[src/rtl/sr_cmd_pkg.sv]
`timescale 1ns/1ps
`default_nettype none
// ============================================================================
// Module      : sr_cmd_pkg
// Description : Shared types and constants for the SR command debouncer.
// Revision    : 1.0  initial release
// ============================================================================
package sr_cmd_pkg;

    typedef enum logic [1:0] {
        IDLE      = 2'd0,
        PRESS_CHK = 2'd1,
        PRESSED   = 2'd2,
        REL_CHK   = 2'd3
    } ch_state_t;

    localparam int PRI_RESET = 0;
    localparam int PRI_SET   = 1;

endpackage
`default_nettype wire

[src/rtl/sr_cmd_debouncer_if.sv]
`timescale 1ns/1ps
`default_nettype none
// ============================================================================
// Module      : sr_cmd_debouncer_if
// Description : Raw button inputs and SR command outputs of the debouncer.
// Revision    : 1.0  initial release
// ============================================================================
interface sr_cmd_debouncer_if;

    logic set_raw;
    logic clr_raw;
    logic s;
    logic r;
    logic conflict;

    modport master (output set_raw, output clr_raw, input s, input r, input conflict);
    modport slave  (input set_raw, input clr_raw, output s, output r, output conflict);

endinterface
`default_nettype wire

[src/rtl/sr_debounce_channel.sv]
`timescale 1ns/1ps
`default_nettype none
// ============================================================================
// Module      : sr_debounce_channel
// Description : 2-flop synchroniser plus press/release debounce FSM; one
//               registered evt pulse per accepted press.
// Revision    : 1.0  initial release
// ============================================================================
module sr_debounce_channel
    import sr_cmd_pkg::*;
#(
    parameter int DEBOUNCE_CYCLES = 4,
    parameter int CNT_W           = $clog2(DEBOUNCE_CYCLES + 1)
) (
    input  logic clk,
    input  logic rst,
    input  logic raw,
    output logic evt
);

    localparam logic [CNT_W-1:0] c_CNT_LAST = CNT_W'(DEBOUNCE_CYCLES - 1);
    localparam logic [CNT_W-1:0] c_CNT_ONE  = CNT_W'(1);

    logic             sync1_q;
    logic             sync2_q;
    ch_state_t        state_q, state_d;
    logic [CNT_W-1:0] cnt_q, cnt_d;
    logic             evt_q, evt_d;

    always_ff @(posedge clk or posedge rst) begin
        if (rst) begin
            sync1_q <= 1'b0;
            sync2_q <= 1'b0;
            state_q <= IDLE;
            cnt_q   <= '0;
            evt_q   <= 1'b0;
        end else begin
            sync1_q <= raw;
            sync2_q <= sync1_q;
            state_q <= state_d;
            cnt_q   <= cnt_d;
            evt_q   <= evt_d;
        end
    end

    // Press and release are both qualified, so release bounce cannot re-arm.
    always_comb begin
        state_d = state_q;
        cnt_d   = cnt_q;
        evt_d   = 1'b0;
        case (state_q)
            IDLE: begin
                if (sync2_q) begin
                    cnt_d   = c_CNT_ONE;
                    state_d = PRESS_CHK;
                end
            end
            PRESS_CHK: begin
                if (!sync2_q) begin
                    state_d = IDLE;
                end else if (cnt_q == c_CNT_LAST) begin
                    state_d = PRESSED;
                    evt_d   = 1'b1;
                end else begin
                    cnt_d = cnt_q + c_CNT_ONE;
                end
            end
            PRESSED: begin
                if (!sync2_q) begin
                    cnt_d   = c_CNT_ONE;
                    state_d = REL_CHK;
                end
            end
            REL_CHK: begin
                if (sync2_q) begin
                    state_d = PRESSED;
                end else if (cnt_q == c_CNT_LAST) begin
                    state_d = IDLE;
                end else begin
                    cnt_d = cnt_q + c_CNT_ONE;
                end
            end
            default: begin
                state_d = IDLE;
            end
        endcase
    end

    assign evt = evt_q;

endmodule
`default_nettype wire

[src/rtl/sr_cmd_debouncer.sv]
`timescale 1ns/1ps
`default_nettype none
// ============================================================================
// Module      : sr_cmd_debouncer
// Description : Debounces set/clear buttons and issues mutually exclusive
//               one-cycle s/r commands with a fixed-priority arbiter.
// Revision    : 1.0  initial release
// ============================================================================
module sr_cmd_debouncer
    import sr_cmd_pkg::*;
#(
    parameter int DEBOUNCE_CYCLES = 4,
    parameter int SET_PRIORITY    = 0,
    parameter int CNT_W           = $clog2(DEBOUNCE_CYCLES + 1)
) (
    input  logic                 clk,
    input  logic                 rst,
    sr_cmd_debouncer_if.slave    bus
);

    localparam logic c_SET_WINS = (SET_PRIORITY == PRI_SET);

    logic set_evt;
    logic clr_evt;
    logic s_q, s_d;
    logic r_q, r_d;
    logic conflict_q, conflict_d;

    sr_debounce_channel #(
        .DEBOUNCE_CYCLES (DEBOUNCE_CYCLES),
        .CNT_W           (CNT_W)
    ) u_set_ch (
        .clk (clk),
        .rst (rst),
        .raw (bus.set_raw),
        .evt (set_evt)
    );

    sr_debounce_channel #(
        .DEBOUNCE_CYCLES (DEBOUNCE_CYCLES),
        .CNT_W           (CNT_W)
    ) u_clr_ch (
        .clk (clk),
        .rst (rst),
        .raw (bus.clr_raw),
        .evt (clr_evt)
    );

    // A losing event is dropped outright; it is never held for a later cycle.
    always_comb begin
        s_d        = set_evt & (~clr_evt |  c_SET_WINS);
        r_d        = clr_evt & (~set_evt | ~c_SET_WINS);
        conflict_d = set_evt & clr_evt;
    end

    always_ff @(posedge clk or posedge rst) begin
        if (rst) begin
            s_q        <= 1'b0;
            r_q        <= 1'b0;
            conflict_q <= 1'b0;
        end else begin
            s_q        <= s_d;
            r_q        <= r_d;
            conflict_q <= conflict_d;
        end
    end

    assign bus.s        = s_q;
    assign bus.r        = r_q;
    assign bus.conflict = conflict_q;

endmodule
`default_nettype wire

[src/flat_wrapper.sv]
// flat-port wrapper written by rule: the top's interface ports become plain ports
module sr_cmd_debouncer_flat import sr_cmd_pkg::*;
#(
    parameter int DEBOUNCE_CYCLES = 4,
    parameter int SET_PRIORITY    = 0,
    parameter int CNT_W           = $clog2(DEBOUNCE_CYCLES + 1)
)
  (clk, rst, bus_set_raw, bus_clr_raw, bus_s, bus_r, bus_conflict);
  sr_cmd_debouncer_if bus_i ();
  input  logic clk;
  input  logic rst;
  input wire logic [$bits(bus_i.set_raw)-1:0] bus_set_raw;
  input wire logic [$bits(bus_i.clr_raw)-1:0] bus_clr_raw;
  output wire logic [$bits(bus_i.s)-1:0] bus_s;
  output wire logic [$bits(bus_i.r)-1:0] bus_r;
  output wire logic [$bits(bus_i.conflict)-1:0] bus_conflict;
  assign bus_i.set_raw = bus_set_raw;
  assign bus_i.clr_raw = bus_clr_raw;
  assign bus_s = bus_i.s;
  assign bus_r = bus_i.r;
  assign bus_conflict = bus_i.conflict;
  sr_cmd_debouncer #(.DEBOUNCE_CYCLES(DEBOUNCE_CYCLES), .SET_PRIORITY(SET_PRIORITY), .CNT_W(CNT_W)) u_core (.clk(clk), .rst(rst), .bus(bus_i));
endmodule
[config.mk]
export PLATFORM = sky130hd
export DESIGN_NAME = sr_cmd_debouncer_flat
export DESIGN_NICKNAME = d
export VERILOG_FILES = /design/src/rtl/sr_cmd_pkg.sv /design/src/rtl/sr_cmd_debouncer_if.sv /design/src/rtl/sr_debounce_channel.sv /design/src/rtl/sr_cmd_debouncer.sv /design/src/flat_wrapper.sv
export SDC_FILE = /design/constraint.sdc
export NUM_CORES = 1
export LEC_CHECK = 0
export ABC_AREA = 1
export BUFFER_PORTS_ARGS = -buffer_cell sky130_fd_sc_hd__buf_2
export CAP_MARGIN = 30
export CORE_UTILIZATION = 55
export DETAILED_ROUTE_END_ITERATION = 10
export PLACE_DENSITY = 0.72
export SYNTH_ARGS = -nofsm -noshare
export SYNTH_HDL_FRONTEND = slang
export SYNTH_SLANG_ARGS = --single-unit
[constraint.sdc]
create_clock -name clk -period 1.6 [get_ports clk]
set_clock_uncertainty 0.1 [all_clocks]
set_input_delay 0.16 -clock clk [delete_from_list [all_inputs] [get_ports clk]]
set_output_delay 0.16 -clock clk [all_outputs]
set_load 0.01 [all_outputs]
# ---- Word level (Yosys, flattened, before mapping)
# Index checks and enable logic that the tools add are counted.
dict set report classes {
  addsub 2
  eq_ne 20
  n_mux 32
  n_bitwise 3
  n_reduce_logical 6
}
# op count
set op_table {}
lappend op_table {{2-to-1 mux 3 bit} 10}
lappend op_table {{2-to-1 mux 2 bit} 12}
lappend op_table {{one-hot mux 3 bit (4 select lines)} 2}
lappend op_table {{inequality test 2 bit, second input constant} 8}
lappend op_table {{one-hot mux 2 bit (4 select lines)} 2}
lappend op_table {{AND reduction 4 bit} 4}
lappend op_table {{inequality test 3 bit, second input constant} 4}
lappend op_table {{equality test 2 bit, second input constant} 4}
lappend op_table {{adder 3 x 1 -> 3 bit, second input constant} 2}
lappend op_table {{equality test 3 x 2 -> 1 bit, second input constant} 2}
lappend op_table {{2-to-1 mux 1 bit} 6}
lappend op_table {{equality test 2 x 1 -> 1 bit, second input constant} 2}
lappend op_table {{zero test 2 bit} 2}
lappend op_table {{AND 1 bit} 2}
lappend op_table {{inverter 1 bit} 1}
dict set report word_totals {
  register_bits 19
  out_inout_bits 3
  word_cells 76
}

# ---- Logic depth before layout (Yosys ltp)
# Gate-level depths: netlist of run 1.
dict set report logic_depth {
  word_depth 4
  ltp_mapped 6
  mapped_depth_nobuf 6
}

# ---- Cells and area by module
# A second synthesis of run 1 with hierarchy kept.
dict set report unflattened {
  cells_unflattened 86
  hier_area_um2 819.5
}
# mod instances cells_each area_each_um2
set modules_own_cells {}
lappend modules_own_cells {sr_debounce_channel 2 39 361.6}
lappend modules_own_cells {sr_cmd_debouncer 1 8 96.3}

# ---- Worst setup path before layout of run 1
# No wires, ideal clock.
dict set report synth_timing {
  path_kind {reg-to-reg}
  from {reg u_core.u_clr_ch.cnt_q[0]}
  to {reg u_core.u_clr_ch.cnt_q[0]}
  setup_time_ns 0.116
  arrival_time_ns 1.065
  required_ns 1.384
  slack_ns 0.318
  stages_incl_launch_ff 7
  path_buffers 0
  path_cell_list {dfrtp_1 ha_1 ha_1 nand2_2 nand3_2 nand2_1 nand2_1}
}
dict set report synth_between {
  elab_chain_len 4
  elab_cells_between_ends 6
  classes_between {1 x add/sub; 1 x eq/ne; 4 x mux}
}
# element line
set synth_rtl {}
lappend synth_rtl {{start, declared} sr_debounce_channel.sv:27} ;# logic [CNT_W-1:0] cnt_q, cnt_d;
lappend synth_rtl {{start signal, assigned} sr_debounce_channel.sv:41} ;# cnt_q <= cnt_d;
lappend synth_rtl {{adder 3 x 1 -> 3 bit / equality test 3 x 2 -> 1 bit (equally long branches)} --}
lappend synth_rtl {{2-to-1 mux 3 bit (*)} {sr_debounce_channel.sv:61, sr_debounce_channel.sv:77}}
lappend synth_rtl {{2-to-1 mux 3 bit, on equally long branches} {sr_debounce_channel.sv:75, sr_debounce_channel.sv:59}}
lappend synth_rtl {{one-hot mux 3 bit (4 select lines) (*)} sr_debounce_channel.sv:51} ;# case (state_q)
# Every way passes the cells marked *; elsewhere a longest branch is shown, timed or not. The select of a mux whose other input is x is not followed.
# A chain may end at the register's enable or synchronous reset.

# ---- Worst setup path after layout of run 1
dict set report layout_timing {
  from {reg u_core.u_clr_ch.cnt_q[0]}
  to {reg u_core.u_clr_ch.cnt_q[2]}
}
# Same word-level chain as after synthesis.

==> impl_results.md, run 1 <==
* First DRT Iteration DRCs at 12
* Final setup viols at 0
* Finished Cell Area at 935 um^2
* CTS root buf: clkbuf_4
* Post-layout min period at 1380 ps
* Fin nets at 113
* Clock Path Buffers at 2
* ANT nets after route at 0
* CP required at 1690 ps
* I/O Buffers at 6
* Layout area overhead at 13.7%
* Vias in the first global route at 466
* Clock-pin slew on the worst setup and hold paths at 100 ps
* Sequential area share after synthesis at 57.8%
* Post-DP Area at 878 um^2
* RR Startpoint: u_core.u_clr_ch.cnt_q[0]
* Max cap viols at 0
* Drt pass-1 iters at 4
* Tcrit/Tclk final at 86.4%
* Mapped cell area at 822 um^2
* Die Y at 40.7 um
* Area leader, netlist: dfrtp_1
* Clock Latency Late Sink at 290 ps
* Vias after detailed routing at 554
* Outcome: finished, final reports clean
* FMAX at 0.724 GHz
* CTS H-tree lvls at 1
* Hold Path Origin: u_core.u_clr_ch.sync1_q
* WS Path Type: reg2reg
* Util after Layout at 69.2%
* Critical Path End: u_core.u_clr_ch.cnt_q[2]
* HP Class: reg2reg
* Antenna Cells at 0
* Clk sinks at 19
* Number of remaining DRC errors at 0
* Number of CTS-inserted buffers at 3
* Worst Reg-to-Reg Cells at 6
* CTS resizes at 0
* Setup repair after global routing missed its margin: false
* Avg Vias per Cell at 4.74
* Core box area at 0.00135 mm^2
* Synth Area per Inst at 9.34 um^2
* Slew HR at 84.7%
* Die width at 40.7 um
* Number of synthesized register bits at 19
* # IOs at 7
* Routed WL at 1.19 mm
* Post-synth top area share at 57.8%
* R2R Path End: u_core.u_clr_ch.cnt_q[2]
* Largest net degree at the start of global routing at 20
* Placer Congestion at 0.696
* CP max FO at 5
* Syn_nets at 98
* Actual slew at the worst max-slew pin at 229 ps
* Layout cells sized above 1 at 13.7%
* DP HPWL at 893 um
* Grt total ovfl at 0
* Fin. max-slew vios at 0
* Global Route Usage Sum at 18.7%
* Startpoint Class: flip-flop
* Syn. warnings at 0
* Mean routed wirelength per cell at 10.2 um
* Final Hold Vio Count at 0
* Initial Utilization at 60.9%
* VDD IR max at 0.929 mV
* CTS tree: done
* Area contributors post-synth: dfrtp_1 58%, nand2_1 14%, ha_1 9.1%, inv_1 5.9%, nand3_1 3.7%
* Rows at 13
* Critical Path Start: u_core.u_clr_ch.cnt_q[0]
* Crit. End Element: flip-flop
* Full die area at 0.00165 mm^2
* Synth cell types at 10
* Multi-input gate area at 298 um^2
* Register area at 475 um^2
* Initial antenna violation count at 0
* Power Density at 1460 mW/mm^2
* Leak Pwr at 0.536 nW
* Syn Inst Count at 88
* Layout fillers at 110
* First-pass GRT wire length at 1.88 mm
* Crit path DAT at 1470 ps
* R2R Setup Slk at 220 ps
* Setup TNS at 0 ps
-- power breakdown --
group          internal [mW]  leakage, nW  switching [mW]  total, mW
combinational          0.176        0.278           0.247      0.423
sequential             0.605        0.243           0.101      0.706
clock                 0.0969       0.0150           0.138      0.235
-- critical path, stage by stage, from the launching register on --
cell	delay [ps]
dfrtp_1	410
ha_1	230
ha_1	210
nand2_2	110
nand3_2	110
nand2_1	70
nand2_1	40
-- how the worst min path moves through the flow --
stage	end	slack, ps	cells after the start
detailed placement	u_core.u_set_ch.sync1_q	80	3
floorplan	async pin	10	1
global placement	u_core.u_set_ch.state_q[0]	90	3
finish	u_core.u_clr_ch.sync2_q	260	0
global route	u_core.u_clr_ch.sync2_q	270	0
CTS	u_core.u_clr_ch.sync2_q	260	0
-- layout by cell type (no fill, tap or decap), drive strengths merged --
master / n
inv: 13
nor2: 5
buf: 7
dlygate4sd3: 3
o21ai: 2
ha: 6
a21boi: 2
dfrtp: 19
nand3: 8
clkbuf: 4
nand2: 33
-- final cells by class --
type / instances / share of cell area [%]
Multi-Input combinational cell: 56 / 31.9
Timing Repair Buffer: 10 / 7.23
Clock buffer: 4 / 2.81
Sequential cell: 19 / 50.9
Tap cell: 15 / 2.01
Inverter: 13 / 5.22
-- Yosys cell counts (all sizes together) --
| cell type | count |
|---|---|
| inv | 13 |
| dfrtp | 19 |
| ha | 6 |
| nand3 | 8 |
| a21boi | 2 |
| nor2 | 5 |
| nand2 | 33 |
| o21ai | 2 |
-- layer usage --
layer  part of all wire, %  track usage (%)  routed length, um  vias to the layer above
met4                   1.0             10.0                 12                        0
met3                   2.6             6.52                 31                        2
met5                     0                0                  0                        -
met1                    49             24.0                589                      245
li1                      -                -                  -                      298
met2                    47             27.8                558                        9
-- repair_timing --
action / 4_1_cts / 5_1_grt
buffers inserted: 0 / 0
hold endpoints to repair: 21 / 0
hold buffers: 3 / 0
setup endpoints to repair: 0 / 0
-- stage by stage --
step	worst slack, ps	total power [mW]	cells	hold WS (ps)
CTS	216	1.38	117	264
detailed placement	228	1.14	110	84.9
floorplan	318	1.04	88	11.1
global route	109	1.49	117	268
finish	218	1.36	117	259
global placement	242	1.12	110	85.3
-- cell families (layout without fill, tap and decap cells) --
kind of cell | Yosys count | after routing | synth area share, %
AOI/OAI and AO/OA | 4 | 4 | 3.04
adders and majority gates | 6 | 6 | 9.13
buffers and inverters | 13 | 27 | 5.94
DFF | 19 | 19 | 57.8
and+or+nand+nor | 46 | 46 | 24.0
(Power assumes the default switching activity.)
==> run 2: changes to the inputs <==
==> constraint.sdc (replaced) <==
create_clock -name clk -period 1.4 [get_ports clk]
set_clock_uncertainty 0.1 [all_clocks]
set_input_delay 0.28 -clock clk [delete_from_list [all_inputs] [get_ports clk]]
set_output_delay 0.28 -clock clk [all_outputs]
set_load 0.01 [all_outputs]
==> run 2 against run 1 <==
Against the previous run: sequential power increased by 15%; register-to-register slack worse by 150 ps; clock power is 16% higher; maximum frequency increased by 3.4%; final area rose by 2.4%; flip-flop and latch count did not move; largest power group unchanged; highest routed layer unchanged.
==> impl_results.md, run 2 (synthesis gave the netlist of run 1 again) <==
* Vias in the first global route at 479
* Outcome: finished, final reports clean
* Vias after detailed routing at 572
* CTS root buf: clkbuf_4
* Clock Latency Late Sink at 290 ps
* Sw frac at 36.4%
* Tcrit/Tclk final at 95.5%
* # IOs at 7
* Rows at 13
* Layout fillers at 92
* Commonest cells after routing, fill and taps aside: 30 x nand2_1, 19 x dfrtp_1, 13 x inv_1, 6 x nand3_1, 6 x buf_2
* Placed insts at 110
* Crit-path max cell delay at 400 ps
* Comb power frac at 32.8%
* Clk sinks at 19
* CP required at 1490 ps
* Slew HR at 84.6%
* FMAX at 0.748 GHz
* Post-route setup slack at 63.0 ps
* Clock Path Buffers at 2
* WS Path Type: reg2reg
* Worst path top cell family by delay: flip-flops
* Avg Vias per Cell at 4.85
* Layout cells sized above 1 at 17.5%
* Drt pass-1 iters at 4
* CTS tree: done
* CP max-delay cell: dfrtp_1
* Final Hold Vio Count at 0
* ANT nets after route at 0
* CP max FO at 5
* Full die area at 0.00165 mm^2
* Util after Layout at 70.9%
* Number of CTS-inserted buffers at 3
* Sw power at 0.588 mW
* Leak Pwr at 0.538 nW
* Global Route Usage Sum at 18.8%
* Setup repair after global routing missed its margin: false
* Post-layout min period at 1340 ps
* Register share of total power at 50.3%
* Initial Utilization at 60.9%
* Finished Cell Area at 957 um^2
* Post-DP Area at 878 um^2
* Critical Path Start: u_core.u_clr_ch.cnt_q[1]
* Layout area overhead at 16.4%
* Setup Slack @ Placement at 33.5 ps
* Clock-pin slew on the worst setup and hold paths at 100 ps
* First DRT Iteration DRCs at 16
* VDD IR max at 1.06 mV
* HP Class: reg2reg
* Crit. End Element: flip-flop
* Crit path DAT at 1430 ps
* Overall power at 1.61 mW
* Worst path bufs/invs at 0
* Power Density at 1690 mW/mm^2
* Fin. max-slew vios at 0
* Antenna Cells at 0
* RR Startpoint: u_core.u_clr_ch.cnt_q[1]
* Final setup viols at 0
* Number of remaining DRC errors at 0
* Core box area at 0.00135 mm^2
* CTS H-tree lvls at 1
* Internal power at 1.03 mW
* DP HPWL at 886 um
* Max cap viols at 0
* Setup TNS at 0 ps
* Mean routed wirelength per cell at 10.6 um
* Die width at 40.7 um
* CP Cell Sequence: ha_2 > ha_1 > nand2_2 > nand3_4 > nand2_1 > nand2_1
* Clk pwr share at 16.9%
* First-pass GRT wire length at 1.90 mm
* Placer Congestion at 0.697
* Grt total ovfl at 0
* Routed WL at 1.25 mm
* Most common cell after layout, fill and taps aside: nand2_1
* Actual slew at the worst max-slew pin at 231 ps
* Startpoint Class: flip-flop
* Largest net degree at the start of global routing at 20
* Worst Hold Slack at 257 ps
* Die Y at 40.7 um
* Count of non-filler cells in the finished layout at 118
* Worst path most repeated cell: nand2_1
* I/O Buffers at 6
* Hold Path Origin: u_core.u_set_ch.sync1_q
* Fin nets at 114
* Initial antenna violation count at 0
==> run 2: cell count changes in the layout (fill, tap and decap cells not counted) <==
cell     before  now
ha_1          6    4
buf_4         1    2
nand2_1      31   30
nand3_2       2    1
nand2_2       2    3
nand3_4       0    1
ha_2          0    2
==> run 2: metal layers <==
layer / global-route usage [%] / vias up / wire length, um
met5: 0 / - / 0
met4: 10.0 / 0 / 21
met3: 6.52 / 4 / 37
met2: 27.4 / 13 / 583
met1: 24.5 / 255 / 606
li1: - / 300 / -
==> run 2: worst paths after layout <==
check	slack (ps)	end	cells past startpoint
worst max-delay path	60	u_core.u_clr_ch.cnt_q[0]	6
worst min-delay path	260	u_core.u_set_ch.sync2_q	0
worst max register to register	60	u_core.u_clr_ch.cnt_q[0]	6
worst min register to register	260	u_core.u_set_ch.sync2_q	0
max in group asynchronous	570	u_core.bus.conflict	4
min in group asynchronous	440	u_core.u_set_ch.state_q[0]	4
==> run 2: power by group through the flow <==
stage	sequential (mW)	combinational [mW]	clock, mW
4_1_cts	0.807	0.496	0.284
3_3_place_gp	0.811	0.470	0
3_5_place_dp	0.816	0.491	0
5_1_grt	0.835	0.617	0.302
6_report	0.812	0.529	0.272
2_1_floorplan	0.793	0.390	0
==> run 2: repair_timing <==
item,4_1_cts,5_1_grt
setup endpoints to repair,0,6
hold buffers,3,0
hold endpoints to repair,21,0
buffers inserted,0,1
gates resized for setup,0,4
==> run 2: area by class of cell <==
cell class | instances | area (um^2) | share of cell area (%)
sequential | 19 | 475 | 49.7
multi-input combinational | 56 | 313 | 32.7
timing repair buffer | 11 | 75.1 | 7.84
inverter | 13 | 48.8 | 5.10
clock buffer | 4 | 26.3 | 2.75
tap | 15 | 18.8 | 1.96
==> run 2: worst reg2reg max path, stage by stage, from the launching register on <==
cell	delay, ps
dfrtp_1	400
ha_2	200
ha_1	200
nand2_2	130
nand3_4	90
nand2_1	60
nand2_1	50
==> run 3: changes to the inputs <==
ABC_AREA = not set   (was 1)
PLACE_DENSITY = 0.73   (was 0.72)
==> run 3 against run 2 <==
Against the previous run: area after synthesis down 4.4%; final area down 0.26%; core utilization up 1.6 points; sequential power up 2%; die area down 4.2%; via count down 15%; maximum frequency down 1.1%; register-to-register slack worse by 20 ps; global-route usage down 0.21 points; highest routed layer is now met3.
==> impl_results.md, run 3 <==
* Routed WL at 1.13 mm
* Count of non-filler cells in the finished layout at 96
* Actual slew at the worst max-slew pin at 371 ps
* Final setup viols at 0
* Outcome: finished, final reports clean
* Overall power at 1.74 mW
* # IOs at 7
* First-pass GRT wire length at 1.83 mm
* Number of remaining DRC errors at 0
* Synth cell types at 20
* Grt total ovfl at 0
* WHS Endpoint: u_core.u_clr_ch.sync2_q
* Layout fillers at 86
* Simple-gate portion of the synthesized area at 9.87%
* Most numerous cell in the Yosys netlist: dfrtp_1
* Synth Area per Inst at 12.5 um^2
* Placer Congestion at 0.822
* I/O Buffers at 6
* Area leader, netlist: dfrtp_1
* Tcrit/Tclk final at 96.6%
* Number of CTS-inserted buffers at 3
* Post-layout min period at 1350 ps
* RR Startpoint: u_core.u_set_ch.cnt_q[0]
* Crit. End Element: flip-flop
* Power Density at 1820 mW/mm^2
* FMAX at 0.740 GHz
* Full die area at 0.00158 mm^2
* Avg Vias per Cell at 5.05
* HP Class: reg2reg
* Clock Latency Late Sink at 280 ps
* Largest family of logic cells by synthesized area: compound AO/OA/AOI/OAI gates
* Vias after detailed routing at 485
* Post-synthesis compound-gate area fraction at 10.8%
* Post-synthesis mux area share at 2.87%
* Initial antenna violation count at 0
* Mean routed wirelength per cell at 11.7 um
* Post-synth EDFFs at 0
* Worst Hold Slack at 259 ps
* CTS tree: done
* Initial Utilization at 59.6%
* Commonest cells after routing, fill and taps aside: 19 x dfrtp_1, 6 x ha_2, 6 x buf_2, 5 x a21oi_1, 5 x buf_4
* Xor/xnor share of the synthesized area at 4.46%
* CP required at 1480 ps
* Most common cell after layout, fill and taps aside: dfrtp_1
* Layout area overhead at 21.5%
* Drt pass-1 iters at 3
* Commonest cells post-synth: 19 x dfrtp_1, 6 x ha_1, 5 x a21oi_1, 5 x nand2_1, 4 x inv_1
* Layout cells sized above 1 at 30.9%
* VDD IR max at 1.11 mV
* Largest net degree at the start of global routing at 20
* Adder-cell share of the synthesized area at 9.55%
* Die width at 39.8 um
* Syn_nets at 73
* Worst Reg-to-Reg Cells at 4
* CP max FO at 2
* Fin nets at 92
* Startpoint Class: flip-flop
* Fin. max-slew vios at 0
* Max cap viols at 0
* Antenna Cells at 0
* CTS H-tree lvls at 1
* Syn. warnings at 0
* WS Path Type: reg2reg
* CTS root buf: clkbuf_4
* Die Y at 39.8 um
* Clock-pin slew on the worst setup and hold paths at 90 ps
* Hold Path Origin: u_core.u_clr_ch.sync1_q
* Post-DP Area at 857 um^2
* R2R Setup Slk at 50 ps
* Core box area at 0.00132 mm^2
* Global Route Usage Sum at 18.6%
* ANT nets after route at 0
* Leak Pwr at 0.458 nW
* Area contributors post-synth: dfrtp_1 61%, ha_1 9.6%, a31o_1 3.3%, a21oi_1 3.2%, mux2_2 2.9%
* Worst hold path stage count at 0
* Most used DFF post-synth: dfrtp_1
* Syn Inst Count at 63
* Clk sinks at 19
* Setup repair after global routing missed its margin: true
* Clock Path Buffers at 2
* Number of synthesized register bits at 19
* Vias in the first global route at 453
* Mapped cell area at 786 um^2
* First DRT Iteration DRCs at 6
* Sequential area share after synthesis at 60.5%
* Final Hold Vio Count at 0
* Crit path DAT at 1430 ps
* DP HPWL at 756 um
* Asr flop ratio synth at 100%
* Slew HR at 75.1%
* Rows at 13
* Placed insts at 87
* Finished Cell Area at 955 um^2
* Util after Layout at 72.5%
* Post-synth top area share at 60.5%
run 3: worst max path at each step:
| stage | from | endpoint | slack [ps] | cells after the start |
|---|---|---|---|---|
| finish | u_core.u_set_ch.cnt_q[0] | flip-flop | 50 | 4 |
| floorplan | u_core.u_clr_ch.cnt_q[0] | flip-flop | 6 | 4 |
| global route | u_core.u_clr_ch.cnt_q[1] | u_core.u_clr_ch.cnt_q[0] | -20 | 5 |
| CTS | u_core.u_clr_ch.cnt_q[0] | flip-flop | 8 | 4 |
| global placement | u_core.u_clr_ch.cnt_q[0] | flip-flop | -10 | 4 |
| detailed placement | u_core.u_clr_ch.cnt_q[0] | flip-flop | -20 | 4 |
run 3: critical path, stage by stage, from the launching register on:
cell	delay, ps
dfrtp_1	390
ha_2	200
ha_2	170
nand2_1	70
mux2_2	320
run 3: through the flow:
| stage | TNS, ps | setup WS (ps) |
|---|---|---|
| after floorplan | 0 | 6.40 |
| after global placement | -19.9 | -10.5 |
| after detailed placement | -63.9 | -17.5 |
| after CTS | 0 | 8.45 |
| after global routing | -24.1 | -20.8 |
| final | 0 | 47.9 |
run 3: what timing repair did:
| item | in CTS | in global routing |
|---|---|---|
| hold endpoints to repair | 21 | 0 |
| pin swaps | 0 | 1 |
| setup endpoints to repair | 6 | 6 |
| setup buffers | 0 | 2 |
| gates cloned | 0 | 0 |
| gates resized for setup | 4 | 6 |
| hold buffers | 3 | 0 |
run 3: cell families (layout without fill, tap and decap cells):
logic type / after synthesis / in the layout
AND/OR/NAND/NOR: 15 / 15
XOR/XNOR: 4 / 4
buffers and inverters: 4 / 22
multiplexers: 2 / 2
AO/OA/AOI/OAI: 13 / 13
flip-flops: 19 / 19
adder cells (fa/ha/maj): 6 / 6
run 3: area by class of cell:
cell class | count | area (um^2) | share of cell area [%]
clock buffers | 4 | 26.3 | 2.75
inverters | 4 | 15.0 | 1.57
multi-input cells | 40 | 322 | 33.7
flip-flops and latches | 19 | 475 | 49.8
well taps | 15 | 18.8 | 1.97
repair buffers | 14 | 97.6 | 10.2
run 3: routing by layer:
| layer | part of all wire, % | wire length [um] | up-vias | track usage [%] |
|---|---|---|---|---|
| met1 | 48 | 544 | 226 | 24.1 |
| met2 | 47 | 531 | 10 | 26.2 |
| met4 | 0 | 0 | 0 | 5.17 |
| met5 | 0 | 0 | - | 0 |
| li1 | - | - | 249 | - |
| met3 | 4.4 | 49 | 0 | 10.2 |
run 3: power by group:
| part | total, mW | internal, mW | switching [mW] |
|---|---|---|---|
| registers | 0.832 | 0.694 | 0.138 |
| clock network | 0.248 | 0.111 | 0.138 |
| logic | 0.658 | 0.353 | 0.306 |
